[config.mk]
export PLATFORM = sky130hd
export DESIGN_NAME = counter_monitor
export DESIGN_NICKNAME = d
export VERILOG_FILES = /design/src/rtl/counter_pkg.sv /design/src/rtl/counter_monitor_sat_counter.sv /design/src/rtl/counter_monitor.sv
export SDC_FILE = /design/constraint.sdc
export NUM_CORES = 1
export LEC_CHECK = 0
export ABC_AREA = 1
export BUFFER_PORTS_ARGS = -buffer_cell sky130_fd_sc_hd__buf_2
export CORE_MARGIN = 4
export CORE_UTILIZATION = 61
export CTS_CLUSTER_DIAMETER = 100
export DETAILED_ROUTE_END_ITERATION = 12
export GPL_ROUTABILITY_DRIVEN = 0
export PLACE_DENSITY = 0.87
export SLEW_MARGIN = 10
export SYNTH_ARGS = -nofsm -noshare
export SYNTH_HDL_FRONTEND = slang
export SYNTH_HIERARCHICAL = 1
export SYNTH_SLANG_ARGS = --single-unit
[constraint.sdc]
create_clock -name clk -period 4.2 [get_ports clk]
set_clock_uncertainty 0.15 [all_clocks]
set_input_delay 0.42 -clock clk [delete_from_list [all_inputs] [get_ports clk]]
set_output_delay 0.42 -clock clk [all_outputs]
set_load 0.03 [all_outputs]
[src/rtl/counter_pkg.sv]
// ---------------------------------------------------------------------------
// counter_pkg : shared encodings and default widths for the counter family
// Rev 1.0
// ---------------------------------------------------------------------------
`default_nettype none

package counter_pkg;

  localparam int COUNTER_WIDTH = 8;
  localparam int STAT_WIDTH    = 16;

  typedef enum logic [1:0] {
    MON_UNLOCKED = 2'd0,
    MON_LOCKED   = 2'd1,
    MON_HOLD     = 2'd2
  } mon_state_e;

endpackage

`default_nettype wire

[src/rtl/counter_monitor_sat_counter.sv]
// ---------------------------------------------------------------------------
// sat_counter : saturating up-counter with synchronous clear (clear then inc)
// Rev 1.0
// ---------------------------------------------------------------------------
`default_nettype none

module sat_counter #(
  parameter int W = 16
) (
  input  logic         clk,
  input  logic         reset,
  input  logic         clear,
  input  logic         inc,
  output logic [W-1:0] count
);

  logic [W-1:0] count_q;

  // A clear in the same cycle as an increment leaves the count at one.
  always_ff @(posedge clk) begin
    if (!reset) begin
      count_q <= '0;
    end else if (clear) begin
      count_q <= inc ? W'(1) : '0;
    end else if (inc && (count_q != '1)) begin
      count_q <= count_q + W'(1);
    end
  end

  assign count = count_q;

endmodule

`default_nettype wire

[src/rtl/counter_monitor.sv]
// ---------------------------------------------------------------------------
// counter_monitor : locks onto a free-running counter and flags bad steps
// Rev 1.0
// ---------------------------------------------------------------------------
`default_nettype none

module counter_monitor
  import counter_pkg::*;
#(
  parameter int WIDTH = COUNTER_WIDTH,
  parameter int CNT_W = STAT_WIDTH
) (
  input  logic             clk,
  input  logic             reset,
  input  logic [WIDTH-1:0] value,
  input  logic             sample,
  input  logic             dut_reset,
  input  logic             clear,
  output logic             locked,
  output logic             mismatch,
  output logic             sticky_err,
  output logic [CNT_W-1:0] err_count,
  output logic [CNT_W-1:0] wrap_count,
  output logic [WIDTH-1:0] first_exp,
  output logic [WIDTH-1:0] first_got
);

  mon_state_e       state_q, state_d;
  logic [WIDTH-1:0] exp_q, exp_d;
  logic             locked_q, locked_d;
  logic             mismatch_q, mismatch_d;
  logic             sticky_q, sticky_d;
  logic [WIDTH-1:0] first_exp_q, first_exp_d;
  logic [WIDTH-1:0] first_got_q, first_got_d;
  logic             err_inc, wrap_inc, rep_hit;
  logic [WIDTH-1:0] rep_exp;

  always_comb begin
    state_d     = state_q;
    exp_d       = exp_q;
    sticky_d    = clear ? 1'b0 : sticky_q;
    first_exp_d = clear ? '0 : first_exp_q;
    first_got_d = clear ? '0 : first_got_q;
    wrap_inc    = 1'b0;
    rep_hit     = 1'b0;
    rep_exp     = '0;

    if (dut_reset) begin
      // The counter under reset must read zero; anything else is an error.
      state_d = MON_HOLD;
      if (sample && (value != '0)) begin
        rep_hit = 1'b1;
      end
    end else begin
      case (state_q)
        MON_LOCKED: begin
          if (sample) begin
            if (value == exp_q) begin
              exp_d    = exp_q + WIDTH'(1);
              wrap_inc = (value == '1);
            end else begin
              rep_hit = 1'b1;
              rep_exp = exp_q;
              exp_d   = value + WIDTH'(1);
            end
          end
        end
        default: begin
          state_d = sample ? MON_LOCKED : MON_UNLOCKED;
          if (sample) begin
            exp_d = value + WIDTH'(1);
          end
        end
      endcase
    end

    err_inc = rep_hit;
    if (rep_hit && !sticky_d) begin
      first_exp_d = rep_exp;
      first_got_d = value;
      sticky_d    = 1'b1;
    end

    locked_d   = (state_d == MON_LOCKED);
    mismatch_d = rep_hit;
  end

  always_ff @(posedge clk) begin
    if (!reset) begin
      state_q     <= MON_UNLOCKED;
      exp_q       <= '0;
      locked_q    <= 1'b0;
      mismatch_q  <= 1'b0;
      sticky_q    <= 1'b0;
      first_exp_q <= '0;
      first_got_q <= '0;
    end else begin
      state_q     <= state_d;
      exp_q       <= exp_d;
      locked_q    <= locked_d;
      mismatch_q  <= mismatch_d;
      sticky_q    <= sticky_d;
      first_exp_q <= first_exp_d;
      first_got_q <= first_got_d;
    end
  end

  sat_counter #(.W(CNT_W)) u_err_cnt (
    .clk   (clk),
    .reset (reset),
    .clear (clear),
    .inc   (err_inc),
    .count (err_count)
  );

  sat_counter #(.W(CNT_W)) u_wrap_cnt (
    .clk   (clk),
    .reset (reset),
    .clear (clear),
    .inc   (wrap_inc),
    .count (wrap_count)
  );

  assign locked     = locked_q;
  assign mismatch   = mismatch_q;
  assign sticky_err = sticky_q;
  assign first_exp  = first_exp_q;
  assign first_got  = first_got_q;

endmodule

`default_nettype wire

==> results.toml <==
[sta]
timing_worst_slew_pin_value_ns = 0.912
layout_worst_path_cycle_share_pct = 65.3
final_hold_viol_count = 0
finalSetupTns_ns = 0
finalMaxSlewViolations = 0
grt_setup_unrepaired = "false"
report.final.setup_viol = 0
fmaxAchievable_mhz = 364
period_minus_slack_ns = 2.74
timing.max_slew.rel_slack_pct = 39.0

[drt]
first_iter_violations = 252
antenna_left = 0
drt_first_pass_iters = 5
drcViolationCount = 0
wl_per_cell_um = 13.6
via_per_inst = 5.44
vias = 3602
totalWireLength_um = 9040

[clock_tree]
clockBufferDepth = 2
path_clk_slew_ns = 0.07
tritoncts.num_buffers = 9
postCtsSetupBuffers = 0
cts_sink_cnt = 61
cts_resized = 0
htree_num_levels = 3
root_cell_of_the_clock_tree = "clkbuf_8"
tritoncts = "built"
postCtsHoldBufs = 0
insertion_delay_ns = 0.34

[global_route]
globalRouteTotalUtil_pct = 25.4
grt_pass1_wl_um = 15100
vias_in_the_first_global_route = 3361
largest_net_degree_at_the_start_of_global_routing = 25
antenna_found_initial = 0
grt_overflow = 0

[place]
io_buffer_count = 63
placed_cell_area_mm2 = 0.00399
detailed_place_hpwl_um = 6480
placed_cells_incl_taps = 646

[worst_setup_path]
cp_data_required_time_ns = 4.31
worst_setup_path_end_kind = "flip-flop"
critPathMaxFanout = 13
timing.rr.start = "exp_q[6]"
setup.worst_path.start_class = "flip-flop"
crit_path_start = "exp_q[6]"
arrival_ns = 2.86
worst-setup-path-type = "flip-flop to flip-flop"

[synth]
synth_top_area_cell = "dfxtp_1"
ys_top_cells_by_area = "dfxtp_1 (33%), nand2_1 (13%), nand3_1 (8.5%)"
ys_warn_count = 6
largest_family_of_logic_cells_by_synthesized_area = "simple AND/OR/NAND/NOR gates"
ys_seq_elements = 61
area_share_of_the_leading_cell_type_in_the_synthesized_netlist_pct = 33.4
synth-xor-area-share_pct = 4.72
synth_ff_type = "dfxtp_1"
ys_top_cells_by_count = "nand2_1 (128), nand3_1 (62), dfxtp_1 (61), nor2_1 (59), inv_1 (54)"
synth-adder-area-share_pct = 1.71
synth_sequential_area_ratio_pct = 33.4
yosys.cell_types.count = 35
synth_mux_area_share_pct = 0
syn_area_per_cell_um2 = 7.04
synth-async-reset-ratio_pct = 0
post_synth_and_or_nand_nor_area_fraction_pct = 40.8
syn-instance-count = 520
synth_nets = 538
synthesis.area_mm2 = 0.00366
synth_edf_count = 0
yosys.cell_count.top_type = "nand2_1"
synth_compound_area_share_pct = 10.7

[layout]
syn2layout_area_growth_pct = 14.8
final-instance-count-excl-fill = 662
final_nets = 603
layout-drive-gt1-share_pct = 23.2
fillerInstances = 458
postLayoutCoreUtil_pct = 74.0
n_antenna_cell = 0
finish.instance_area_mm2 = 0.00420

[power_and_ir_drop]
seqPwrFrac_pct = 46.3
internal-power_uw = 967
clock_power_share_pct = 41.3
pwr-share-comb_pct = 12.4
netSwitchingPower_uw = 360
static-leakage-power_uw = 0.00181
sw_frac_of_total_pct = 27.1
p_per_area_mw_per_mm2 = 316
worst_ir_drop_vdd_mv = 0.201

[die]
placementRows = 27
start_util_pct = 64.5
design.die.area_mm2 = 0.00730
num_io_pins = 64
die_h_um = 85.5
dieWidth_um = 85.5
core_mm2 = 0.00568

[hold_path]
hold_path.startpoint = "dut_reset"
hold_path_class = "input pin to flip-flop"

[flow_run]
maxCapViolCount = 0

[run_status]
result_of_the_run = "finished, final reports clean"
-- metal layers --
layer	global-route usage, %	up-vias	share of wire [%]
li1	-	1811	-
met1	31.1	1658	44
met2	43.7	119	48
met3	4.27	14	5.9
met4	10.5	0	1.9
met5	0	-	0
-- registers in the layout (all words and copies together) (netlist names) --
name / count
u_err_cnt/count: 16
u_wrap_cnt/count: 16
exp_q: 8
first_exp: 8
first_got: 8
state_q: 2
locked: 1
mismatch: 1
sticky_err: 1
-- cells by family (layout without fill, tap and decap cells) --
group	Yosys count	in the layout
XOR/XNOR	18	18
adder cells (fa/ha/maj)	5	5
AND/OR/NAND/NOR	303	303
AO/OA/AOI/OAI	62	62
flip-flops	61	61
buffers and inverters	71	141
-- area by class of cell --
class,instances,area [um^2],area share [%]
inverter,60,225,5.36
multi-input combinational,388,2120,50.5
tap,72,90.1,2.14
sequential,61,1220,29.1
clock inverter,3,42.5,1.01
clock buffer,13,169,4.02
timing repair buffer,65,330,7.86
-- power groups by stage --
stage	clock network (uW)	logic, uW	registers, uW
2_1_floorplan	0	103	644
3_3_place_gp	0	158	626
3_5_place_dp	0	162	626
4_1_cts	549	164	614
5_1_grt	574	180	616
6_report	548	165	614
-- cells in the final DEF (no fill, tap or decap), drive strengths merged --
cell type / count
o211ai: 2
a211oi: 2
xor2: 13
nor3: 4
nand3: 73
clkbuf: 13
nand2: 145
nand3b: 3
bufinv: 1
a21oi: 45
o21ai: 12
nor4b: 1
xnor2: 5
clkinvlp: 1
ha: 5
buf: 65
dfxtp: 61
clkinv: 2
nand4: 9
nor2: 68
a31oi: 1
inv: 59
-- metrics by stage --
step / total power (uW) / setup WS [ns] / hold WS, ns
final: 1330 / 1.46 / 0.170
after CTS: 1330 / 1.47 / 0.159
after global placement: 784 / 1.34 / 0.308
after global routing: 1370 / 1.17 / 0.173
after floorplan: 747 / 1.72 / 0.318
after detailed placement: 788 / 1.24 / 0.311
-- final timing paths --
path	endpoint	slack (ns)	cells past startpoint
setup / recovery	u_wrap_cnt/count[2]	1.46	10
hold / removal	locked	0.17	2
setup reg to reg	u_wrap_cnt/count[2]	1.46	10
hold reg to reg	first_exp[6]	0.32	2
-- critical path, cell delays in order (launching register included) --
cell	delay [ns]
dfxtp_1	0.47
xnor2_2	0.16
nand2_2	0.10
nor2_4	0.16
nand2_4	0.10
nor4b_1	0.27
buf_4	0.20
inv_1	0.05
nor2_1	0.67
nand3_1	0.16
a21oi_1	0.19
Power figures use the tool's default switching activity.
